===== config.mk =====
export PLATFORM = sky130hd
export DESIGN_NAME = seven_seg_scan_driver
export DESIGN_NICKNAME = d
export VERILOG_FILES = /design/src/rtl/seven_seg_scan_driver.sv
export SDC_FILE = /design/constraint.sdc
export NUM_CORES = 1
export LEC_CHECK = 0
export CORE_UTILIZATION = 51
export DETAILED_ROUTE_END_ITERATION = 16
export GPL_ROUTABILITY_DRIVEN = 0
export PLACE_DENSITY_LB_ADDON = 0.05
export SLEW_MARGIN = 40
export SYNTH_ARGS = -nofsm -noshare
export SYNTH_HDL_FRONTEND = slang
export SYNTH_SLANG_ARGS = --single-unit

===== constraint.sdc =====
create_clock -name clock -period 2.5 [get_ports clock]
set_input_delay 0.5 -clock clock [delete_from_list [all_inputs] [get_ports clock]]
set_output_delay 0.5 -clock clock [all_outputs]
set_load 0.005 [all_outputs]

===== src/rtl/seven_seg_scan_driver.sv =====
// Time-multiplexed N-digit hex display driver: scan prescaler, PWM brightness, leading-zero
// blanking, and a double-buffered load port that only swaps the shown value at frame boundaries.
module seven_seg_scan_driver #(
  parameter int NUM_DIGITS     = 4,
  parameter int SCAN_DIV       = 2**17,
  parameter int BRIGHT_BITS    = 4,
  parameter bit SEG_ACTIVE_LOW = 1'b1,
  parameter bit DIG_ACTIVE_LOW = 1'b1
) (
  input  logic                    clock,
  input  logic                    notReset,
  input  logic [4*NUM_DIGITS-1:0] loadData,
  input  logic [NUM_DIGITS-1:0]   loadDp,
  input  logic                    loadValid,
  output logic                    loadReady,
  input  logic                    blankLeadingZeros,
  input  logic [BRIGHT_BITS-1:0]  brightness,
  output logic                    frameStart,
  output logic [7:0]              segment,
  output logic [NUM_DIGITS-1:0]   digit
);

  localparam int CNT_W = $clog2(SCAN_DIV);
  localparam int IDX_W = (NUM_DIGITS > 1) ? $clog2(NUM_DIGITS) : 1;
  localparam logic [CNT_W-1:0] CNT_MAX = CNT_W'(SCAN_DIV - 1);
  localparam logic [IDX_W-1:0] IDX_MAX = IDX_W'(NUM_DIGITS - 1);

  logic [CNT_W-1:0]        cnt_q, cnt_d;
  logic [IDX_W-1:0]        idx_q, idx_d;
  logic [4*NUM_DIGITS-1:0] act_data_q, act_data_d;
  logic [NUM_DIGITS-1:0]   act_dp_q, act_dp_d;
  logic [4*NUM_DIGITS-1:0] pend_data_q, pend_data_d;
  logic [NUM_DIGITS-1:0]   pend_dp_q, pend_dp_d;
  logic                    pend_full_q, pend_full_d;
  logic [7:0]              segment_q, segment_d;
  logic [NUM_DIGITS-1:0]   digit_q, digit_d;
  logic                    frame_start_q, frame_start_d;

  logic                    slot_wrap;
  logic                    boundary;
  logic                    accept;
  logic [NUM_DIGITS-1:0]   blank_vec;
  logic [3:0]              cur_nib;
  logic                    cur_dp;
  logic                    cur_blank;
  logic [BRIGHT_BITS-1:0]  phase;
  logic                    lit;
  logic [7:0]              seg_raw;
  logic [NUM_DIGITS-1:0]   dig_raw;

  function automatic logic [6:0] hex_font(input logic [3:0] nib);
    logic [6:0] f;
    case (nib)
      4'h0: f = 7'h3F;
      4'h1: f = 7'h06;
      4'h2: f = 7'h5B;
      4'h3: f = 7'h4F;
      4'h4: f = 7'h66;
      4'h5: f = 7'h6D;
      4'h6: f = 7'h7D;
      4'h7: f = 7'h07;
      4'h8: f = 7'h7F;
      4'h9: f = 7'h6F;
      4'hA: f = 7'h77;
      4'hB: f = 7'h7C;
      4'hC: f = 7'h39;
      4'hD: f = 7'h5E;
      4'hE: f = 7'h79;
      default: f = 7'h71;
    endcase
    return f;
  endfunction

  assign slot_wrap = (cnt_q == CNT_MAX);
  assign boundary  = slot_wrap && (idx_q == IDX_MAX);
  assign loadReady = !pend_full_q;
  assign accept    = loadValid && !pend_full_q;

  always_comb begin
    cnt_d = slot_wrap ? '0 : cnt_q + CNT_W'(1);
    idx_d = idx_q;
    if (slot_wrap) begin
      idx_d = (idx_q == IDX_MAX) ? '0 : idx_q + IDX_W'(1);
    end
  end

  // Active buffer only moves at the frame boundary; an empty pending slot lets a load bypass straight in.
  always_comb begin
    act_data_d  = act_data_q;
    act_dp_d    = act_dp_q;
    pend_data_d = pend_data_q;
    pend_dp_d   = pend_dp_q;
    pend_full_d = pend_full_q;
    if (boundary) begin
      if (pend_full_q) begin
        act_data_d  = pend_data_q;
        act_dp_d    = pend_dp_q;
        pend_full_d = 1'b0;
      end else if (accept) begin
        act_data_d = loadData;
        act_dp_d   = loadDp;
      end
    end else if (accept) begin
      pend_data_d = loadData;
      pend_dp_d   = loadDp;
      pend_full_d = 1'b1;
    end
  end

  // A digit is blanked only while every digit above it is blanked as well.
  always_comb begin
    logic higher_blank;
    blank_vec    = '0;
    higher_blank = 1'b1;
    for (int i = NUM_DIGITS - 1; i >= 1; i--) begin
      blank_vec[i] = higher_blank && blankLeadingZeros &&
                     (act_data_q[4*i +: 4] == 4'h0) && !act_dp_q[i];
      higher_blank = blank_vec[i];
    end
  end

  always_comb begin
    cur_nib   = '0;
    cur_dp    = 1'b0;
    cur_blank = 1'b0;
    for (int i = 0; i < NUM_DIGITS; i++) begin
      if (idx_q == IDX_W'(i)) begin
        cur_nib   = act_data_q[4*i +: 4];
        cur_dp    = act_dp_q[i];
        cur_blank = blank_vec[i];
      end
    end
  end

  assign phase = cnt_q[CNT_W-1 -: BRIGHT_BITS];
  assign lit   = (phase < brightness) && !cur_blank;

  always_comb begin
    seg_raw = lit ? {cur_dp, hex_font(cur_nib)} : 8'h00;
    dig_raw = '0;
    for (int i = 0; i < NUM_DIGITS; i++) begin
      dig_raw[i] = lit && (idx_q == IDX_W'(i));
    end
    segment_d     = SEG_ACTIVE_LOW ? ~seg_raw : seg_raw;
    digit_d       = DIG_ACTIVE_LOW ? ~dig_raw : dig_raw;
    frame_start_d = boundary;
  end

  always_ff @(posedge clock or negedge notReset) begin
    if (!notReset) begin
      cnt_q         <= '0;
      idx_q         <= '0;
      act_data_q    <= '0;
      act_dp_q      <= '0;
      pend_data_q   <= '0;
      pend_dp_q     <= '0;
      pend_full_q   <= 1'b0;
      segment_q     <= {8{SEG_ACTIVE_LOW}};
      digit_q       <= {NUM_DIGITS{DIG_ACTIVE_LOW}};
      frame_start_q <= 1'b0;
    end else begin
      cnt_q         <= cnt_d;
      idx_q         <= idx_d;
      act_data_q    <= act_data_d;
      act_dp_q      <= act_dp_d;
      pend_data_q   <= pend_data_d;
      pend_dp_q     <= pend_dp_d;
      pend_full_q   <= pend_full_d;
      segment_q     <= segment_d;
      digit_q       <= digit_d;
      frame_start_q <= frame_start_d;
    end
  end

  assign segment    = segment_q;
  assign digit      = digit_q;
  assign frameStart = frame_start_q;

endmodule


# Word-level counts from Yosys, hierarchy flattened
# Memory sizes are Yosys's and may differ from the RTL's.
# Index checks and enable logic that the tools add are counted.
# W data, S select, Z words.
# word_totals
ff_bits,73
latch_bits,0
ramBits,0
rom_bits,112
inputBits,28
wordCells,69
mem_count,1
# classes
addsub,2
n_mul,0
div,0
n_lt_le_gt_ge,1
n_eq_ne,4
shifts,0
mux,20
bitwise_logic,3
n_reduce_logical,28
# memory_table
name,depth,width,read_ports,rd_clocked_by_memory_dff,wr,line_no,rtl
(name not given),16,7,1,0,0,53,case (nib)
# ops
operator,count
$mux W16,2
$mux W4,6
$add A17 B1 Y17 const B,1
$eq A17 B17 Y1 const B,1
$mux W17,1
$logic_and A1 B1 Y1,15
$logic_not A4 Y1,3
$mux W1,9
$mux W8,1
$not A8 Y8,1
$logic_not A1 Y1,5
$eq A2 B2 Y1 const B,2
$lt A4 B4 Y1,1
$not A4 Y4,1
$reduce_and A2 Y1,2
$reduce_bool A2 Y1,2
$add A2 B1 Y2 const B,1
$eq A2 B1 Y1 const B,1
$logic_not A2 Y1,1
$mux W2,1
$not A1 Y1,1

# Logic depth before layout (Yosys ltp)
# Gate-level depths: netlist of the first run.
# logic_depth
depth_word,16
mapped_depth,11
mapped_depth_nobuf,10

# Worst setup path before layout of the first run
# No wires, ideal clock.
# synth_timing
kind,register to register
from,register idx_q[0]
to,register segment_q[0] (netlist: segment[0])
arrival_time_ns,2.123
t_required_ns,2.419
path_slack_ns,0.296
stages_incl_launch_ff,10
n_path_buf,1
synth_period_minus_slack_ns,2.204
cell_sequence,dfrtp_1 ha_1 buf_6 nor2b_1 a211oi_1 inv_1 ha_1 or3_1 o221ai_2 nand2_1
# synth_via
elab_chain_cells,8
elab_cells_between_ends,16
# synth_rtl
element,line_no,rtl
start: declaration,29,"logic [IDX_W-1:0] idx_q, idx_d;"
start signal: assignment,163,idx_q <= idx_d;
$logic_not A2 Y1 / $eq A2 B1 Y1 (equally long branches),127,if (idx_q == IDX_W'(i)) begin
$mux W4 / $mux W1 (equally long branches) (3 in a row),127,
$mux W4 / $logic_not A1 Y1 (equally long branches),"127, 136",
$mem_v2 Z16 W7 / $logic_and A1 B1 Y1 (equally long branches),--,
$mux W8 *,139,"seg_raw = lit ? {cur_dp, hex_font(cur_nib)} : 8'h00;"
$not A8 Y8 *,144,segment_d = SEG_ACTIVE_LOW ? ~seg_raw : seg_raw;
named net segment_d[0],35,"logic [7:0] segment_q, segment_d;"
end signal: assignment,158,segment_q <= {8{SEG_ACTIVE_LOW}};
end signal: assignment,169,segment_q <= segment_d;
end: declaration,35,
# The timed path passes the listed nets; every way through them passes the cells marked *.
# A chain may end at the register's enable or synchronous reset.

# Final worst setup path of the first run
# layout_timing
from,register idx_q[0]
to,register segment_q[5] (netlist: segment[5])
# Same word-level chain as after synthesis.

==> results.md, run 1 <==
* DR DRC count at 0
* Largest net degree at the start of global routing at 34
* Crit path depth at 10
* Critical Path Start: idx_q[0]$_DFFE_PN0N_
* Initial antenna violation count at 0
* Vias post-DR at approximately 2,400
* Bufs on Longest Clock Path at 2
* TritonCTS clock tree: done
* Layout Utilization at 64.2%
* CTS Buf Count at 9
* Initial Utilization at 52.9%
* YS warnings at 0
* Slew @ Worst Pin at 651 ps
* Avg Inst Size Synth at 11.0 um2
* Post-synth EDFFs at 0
* Total GRT Usage at 19.9%
* FF+latch count, synth at 73
* # rows at 30
* Final TNS setup at 0 ps
* Core ar. at 6830 um2
* Layout cells sized above 1 at 20.5%
* Critical path capture point type: flip-flop
* Layout overhead on the synthesized area at 21.3%
* Clk sink count at 73
* # IOs at 42
* Overall die area at 7430 um2
* Fin crit period at 2270 ps
* First-pass GRT wire length at 11,200 um
* Syn Std Cell Area at 3620 um2
* Reg2reg setup slack at 230 ps
* Top delay family on crit path: adder cells
* Setup violators final at 0
* Crit path required time at 2770 ps
* Worst setup margin at roughly 230 ps
* Hold Crit Class: in2async
* Port Buf Inserts at 41
* Drt wl/cell at between 10 and 15 um
* Crit share post-route at about nine tenths
* Post-DP HPWL at between 4000 and 5000 um
* Run status: finished clean
* Vias in the first global route at between 2,000 and 2,500
* Nature of the critical path startpoint: flip-flop
* Clock root buffer: clkbuf_8
* Reg2reg start: idx_q[0]$_DFFE_PN0N_
* CP max stage cell: dfrtp_1
* Post-synthesis cell count at around 330
* Number of distinct library cells after synthesis at 44
* Slew Viols, Final at 0
* Post-CTS Hold Fix Bufs at 0
* Placed Cells at between 400 and 500
* CP Max Fanout at 6
* Final-stage net count at 419
* Clk_skew at 7.12 ps
* CP endpoint: segment[5]$_DFF_PN1_
* Global route overflow at 0
* RSZ-0062 raised after global routing: false
* VDD IR-drop max at 0.000343 V
* Most used cell, CP: nand2_1
* Number of hold violations in the final report at 0
* Worst EP arrival at 2540 ps
* Non-filler cells, final at 477
* Pwr Density at 519 nW/um2
* Critical path, cell by cell: inv_1 > ha_2 > nand2_1 > o21ai_0 > a22oi_1 > buf_4 > ha_1 > mux2_2 > o21ai_1 > nand2_1
* Mapped Nets at ~370
* Sequential-to-total area share from yosys stat at 50.9%
* Antenna-violating nets left at 0
* DRT Pass-1 Iters at 5
* Pre-CTS setup slack at 152 ps
* Final Power at 2.28 mW
* Ys flop type: dfrtp_1
* FMAX at 440 MHz
* Crit path buffers/inverters at 2
* Clock latency on the worst-skew pair at between 300 and 400 ps
* Rel. slew slack at a little under three fifths
* Die width at roughly 86 um
* FF-to-FF End: segment[5]$_DFF_PN1_
* Max-cap violations at 0
* WHS at between 150 and 200 ps
* Starting DRC count in detailed routing at 97
* Final wirelength at approximately 6600 um
* FFs w/ async S/R, synth at 100%
* Kind of critical path: reg2reg
* Reg2Reg Depth at 10
* Die H at between 80 and 90 um
* Critical Path Max Stage Delay at 410 ps
* P_leak at 2.07 nW
* Area after DPL at 4160 um2
* Final instance area at 4390 um2
* H-Tree Level Count at 3
* Diode count at 0
* Avg Vias per Cell at between 5 and 6
* CTS clk-pin slew, worst paths at 70 ps
* Fill count at between 500 and 600
synth_stat cells, types with 2 or more instances:
cell type  instances  area (um2)
xor2_1             9        78.8
nor4_1             2        12.5
mux2i_1           21         210
nand3_1            8        40.0
o21ai_0           31         155
nand4_1            3        18.8
buf_4              2        15.0
buf_6              3        33.8
nand3b_1           4        30.0
a31oi_1            2        12.5
and3_1             3        18.8
nor2b_1            2        12.5
nand2_1           40         150
a21oi_1           11        55.1
inv_1             14        52.6
dfstp_2           12         315
a211oi_1           3        22.5
xnor2_1            4        35.0
and4_1             3        26.3
o211ai_1           2        15.0
or3_1              4        25.0
buf_2              6        30.0
clkbuf_1           7        26.3
ha_1              15         188
nor2_1            17        63.8
dfrtp_1           61        1530
mux2_2            22         248
area by class of cell:
cell class | count | area, um2 | share of cell area, %
well taps | 96 | 120 | 2.74
inverters | 14 | 52.6 | 1.20
clock inverters | 3 | 38.8 | 0.884
flip-flops and latches | 73 | 1840 | 42.0
multi-input cells | 223 | 1630 | 37.3
clock buffers | 13 | 159 | 3.62
repair buffers | 55 | 539 | 12.3
what timing repair did:
item	in CTS	in global routing
endpoints found under the hold margin	0	0
gates resized for setup	0	7
endpoints found under the setup margin	0	17
buffers inserted	0	1
placed cells by master, fill, tap and decap left out, types with 3 or more instances in the layout:
master and instances:
dfstp_2 12, a211oi_1 3, or3_1 4, xnor2_1 4, inv_1 14, dfrtp_1 61, clkdlybuf4s50_1 40, ha_1 11
nand3b_1 4, clkbuf_8 11, nand2_1 40, nor2_1 16, ha_2 4, xor2_1 9, o21ai_0 30, nand4_1 3
mux2i_1 21, and3_1 3, nand3_1 8, mux2_2 22, buf_4 11, a21oi_1 11
sequential cells by signal, summed over array words and instances, names as in the netlist:
signal,count
cnt_q,17
pend_data_q,16
digit,4
act_dp_q,4
frameStart,1
idx_q,2
pend_dp_q,4
segment,8
pend_full_q,1
act_data_q,16
cells by family (layout without fill, tap and decap cells):
| kind of cell | count (synthesis) | after routing | share of synthesized area [%] |
|---|---|---|---|
| multiplexers | 43 | 43 | 12.7 |
| flip-flops | 73 | 73 | 50.9 |
| buffers and inverters | 32 | 85 | 4.36 |
| adder cells (fa/ha/maj) | 15 | 15 | 5.19 |
| AND/OR/NAND/NOR | 93 | 93 | 13.0 |
| XOR/XNOR | 13 | 13 | 3.15 |
| AO/OA/AOI/OAI | 59 | 59 | 10.7 |
how the worst min path moves through the flow:
stage | to | slack (ps) | from | depth (start not counted)
3_5_place_dp | act_data_q[1]$_DFFE_PN0P_ | 490 | act_data_q[1]$_DFFE_PN0P_ | 2
2_1_floorplan | act_data_q[0]$_DFFE_PN0P_ | 200 | notReset | 0
3_3_place_gp | cnt_q[0]$_DFF_PN0_ | 480 | cnt_q[0]$_DFF_PN0_ | 1
4_1_cts | cnt_q[9]$_DFF_PN0_ | 190 | notReset | 1
6_report | cnt_q[9]$_DFF_PN0_ | 180 | notReset | 1
5_1_grt | cnt_q[9]$_DFF_PN0_ | 210 | notReset | 1
report_power, final:
part / internal [mW] / switching [mW]
clock network: 0.511 / 0.405
registers: 1.21 / 0.0129
logic: 0.0788 / 0.0533
layer usage:
metal,GRT usage [%],part of all wire (%),vias to the layer above,wire (um)
li1,-,-,1231,-
met1,26.2,48,1150,3150
met2,31.4,46,51,3060
met3,6.57,4.2,13,274
met4,6.52,1.5,0,97
met5,0,0,-,0
(Power assumes the default switching activity.)
==> run 2, diff against run 1 <==
--- a/config.mk
+++ b/config.mk
@@ -5,6 +5,7 @@
 export SDC_FILE = /design/constraint.sdc
 export NUM_CORES = 1
 export LEC_CHECK = 0
+export CORE_MARGIN = 4
 export CORE_UTILIZATION = 51
 export DETAILED_ROUTE_END_ITERATION = 16
 export GPL_ROUTABILITY_DRIVEN = 0
==> run 2 against run 1 <==
Compared with the run above:
- via count shrank 0.12%
- sequential power is essentially flat
- flip-flop and latch count is the same
- die area grew 14%
- utilization shrank 0.55 points
- clock power shrank 1%
- count of clock-buffer cells in the layout grew 1
- final cell count shrank 0.42%
- non-clock buffer count shrank 2
- register-to-register slack lost 60 ps
- routed wire length grew 0.65%
- cell area shrank 0.86%
- critical path type unchanged
- critical endpoint is now pend_data_q[1]$_DFFE_PN0P_
- largest cell class unchanged
==> results.md, run 2 (synthesis gave the netlist of run 1 again) <==
* Run status: finished clean
* Area after DPL at 4160 um2 (-0.18%)
* Switch share at 21.3% (+0.56 points)
* Hold Crit Class: in2async
* Slew @ Worst Pin at 643 ps (-7.32 ps)
* Clock root buffer: clkbuf_8
* Initial antenna violation count at 0 (unchanged)
* Critical Path Start: cnt_q[2]$_DFF_PN0_
* Final instance area at 4350 um2 (-0.86%)
* Largest reg by FF count: cnt_q
* Net Switching at 481 uW (+2.2%)
* Kind of critical path: reg2reg
* Number of hold violations in the final report at 0 (unchanged)
* Clk_skew at 13.3 ps (+6.18 ps)
* CTS clk-pin slew, worst paths at 70 ps (about the same)
* Initial Utilization at 52.9% (unchanged)
* DRT Pass-1 Iters at 4 (-1)
* Reg2Reg Depth at 9 (-1)
* # IOs at 42 (unchanged)
* Crit path depth at 9 (-1)
* Largest net degree at the start of global routing at 47 (+38%)
* Crit path buffers/inverters at 1 (-1)
* Clock power share at 40.1% (-0.2 points)
* Reg2reg setup slack at 170 ps (-60 ps)
* First-pass GRT wire length at 11,200 um (+0.50%)
* Die H at 92.2 um (+7.0%)
* CP endpoint: pend_data_q[1]$_DFFE_PN0P_
* Max-cap violations at 0 (unchanged)
* Top delay family on crit path: simple AND/OR/NAND/NOR gates
* Total GRT Usage at 16.6% (-3.3 points)
* Worst EP arrival at 2550 ps (about the same)
* CTS Buf Count at 9 (unchanged)
* Reg2reg start: cnt_q[2]$_DFF_PN0_
* Post-DP HPWL at 4670 um (+0.67%)
* Commonest non-fill, non-tap cell in the layout: dfrtp_1
* Starting DRC count in detailed routing at 95 (-2.1%)
* Fin crit period at 2330 ps (+57.5 ps)
* Layout overhead on the synthesized area at 20.2%
* Post-CTS Hold Fix Bufs at 0 (unchanged)
* Largest register FFs at 17 (unchanged)
* Largest regs: cnt_q (17), act_data_q (16), pend_data_q (16)
* Antenna-violating nets left at 0 (unchanged)
* VDD IR-drop max at 0.000314 V (-8.7%)
* Global route overflow at 0 (unchanged)
* Clock latency on the worst-skew pair at 340 ps (about the same)
* Final-stage net count at 417 (-0.48%)
* Layout cells sized above 1 at 18.5% (-2.0 points)
* Port Buf Inserts at 41 (unchanged)
* CP max stage cell: dfrtp_1
* Crit path required time at 2730 ps (-40 ps)
* Vias post-DR at 2,442 (-0.12%)
* H-Tree Level Count at 3 (unchanged)
* Die width at 92.2 um (+7.0%)
* Sequential power share at 54.2% (+0.3 points)
* DR DRC count at 0 (unchanged)
* Most frequent cells in the layout: dfrtp_1, nand2_1, clkdlybuf4s50_1
* # rows at 30 (unchanged)
* Pwr Density at 521 nW/um2 (+0.33%)
* CP Max Fanout at 20 (+14)
* Setup violators final at 0 (unchanged)
* Critical Path Max Stage Delay at 410 ps (about the same)
* Critical path, cell by cell: and4_1 > nand3_1 > nor2_1 > and3_1 > ha_1 > nand2_1 > nand3_1 > buf_12 > mux2_2
* RSZ-0062 raised after global routing: false
* Core ar. at 6830 um2 (unchanged)
* Diode count at 0 (unchanged)
* FF-to-FF End: pend_data_q[1]$_DFFE_PN0P_
* Cts repair resizes at 0 (unchanged)
* Most used cell, CP: nand3_1
* Clk sink count at 73 (unchanged)
* Rel. slew slack at 57.1% (+0.49 points)
* Final TNS setup at 0 ps (unchanged)
* Nature of the critical path startpoint: flip-flop
* P_leak at 2.06 nW (-0.79%)
* TritonCTS clock tree: done
* Bufs on Longest Clock Path at 2 (unchanged)
* Crit share post-route at 93.2% (+2.3 points)
* Combinational power share at 5.7% (about the same)
* Vias in the first global route at 2,390 (-0.95%)
* Final wirelength at 6620 um (+0.65%)
* Critical path capture point type: flip-flop
* Drt wl/cell at 13.9 um (+1.1%)
* P_int at 1.78 mW (-1.2%)
* Slew Viols, Final at 0 (unchanged)
* Overall die area at 8500 um2 (+14%)
* FMAX at 429 MHz (-2.5%)
* Post-CTS Setup Inserts at 0 (unchanged)
* Avg Vias per Cell at 5.14 (+0.30%)
-- run 2: cell count changes in the layout (fill, tap and decap cells not counted), sizes merged --
cell / previous run / this run
clkbuf: 13 / 14
clkinv: 2 / 0
buf: 15 / 13
clkinvlp: 0 / 1
-- run 2: metrics by stage --
| stage | power [mW] | std cells | setup WS (ps) | utilization [%] | hold WS [ps] |
|---|---|---|---|---|---|
| after detailed placement | 1.38 | 459 | 128 | 60.8 | 479 |
| after global routing | 2.36 | 475 | 0.832 | 63.6 | 225 |
| after global placement | 1.38 | 459 | 198 | 60.8 | 487 |
| final | 2.26 | 475 | 171 | 63.6 | 177 |
| after CTS | 2.29 | 475 | 112 | 63.6 | 192 |
| after floorplan | 1.29 | 328 | 296 | - | 204 |
-- run 2: power groups by stage --
stage               Clock (mW)  Sequential, mW  Combinational (mW)
floorplan                    0            1.25              0.0451
global placement             0            1.25               0.131
detailed placement           0            1.25               0.134
CTS                      0.929            1.23               0.134
global route             0.983            1.23               0.145
finish                   0.907            1.23               0.129
-- run 2: worst min-delay path by stage --
stage | slack, ps | end | start
final | 180 | cnt_q[7]$_DFF_PN0_ | notReset
after detailed placement | 480 | act_dp_q[0]$_DFFE_PN0P_ | act_dp_q[0]$_DFFE_PN0P_
after CTS | 190 | cnt_q[7]$_DFF_PN0_ | notReset
after global routing | 230 | cnt_q[7]$_DFF_PN0_ | notReset
after global placement | 490 | pend_data_q[5]$_DFFE_PN0P_ | pend_data_q[5]$_DFFE_PN0P_
after floorplan | 200 | act_data_q[0]$_DFFE_PN0P_ | notReset
-- run 2: area by class of cell --
| class | count | area (um2) |
|---|---|---|
| clock buffer | 14 | 153 |
| clock inverter | 2 | 37.5 |
| fill | 568 | 2480 |
| inverter | 14 | 52.6 |
| multi-input combinational | 223 | 1620 |
| sequential | 73 | 1840 |
| tap | 96 | 120 |
| timing repair buffer | 53 | 520 |
-- run 2: metal layers --
metal | track usage, % | vias up | share of wire (%)
met5 | 0 | - | 0
met4 | 7.92 | 0 | 2.0
met3 | 3.45 | 11 | 4.1
met2 | 25.1 | 44 | 45
met1 | 22.7 | 1161 | 49
li1 | - | 1226 | -
-- run 2: worst reg2reg max path: cells and delay by family, from the launching register on --
kind | cells | cell delay (ps)
AND/OR/NAND/NOR | 6 | 1070
flip-flops | 1 | 410
multiplexers | 1 | 350
adder cells (fa/ha/maj) | 1 | 210
buffers and inverters | 1 | 180
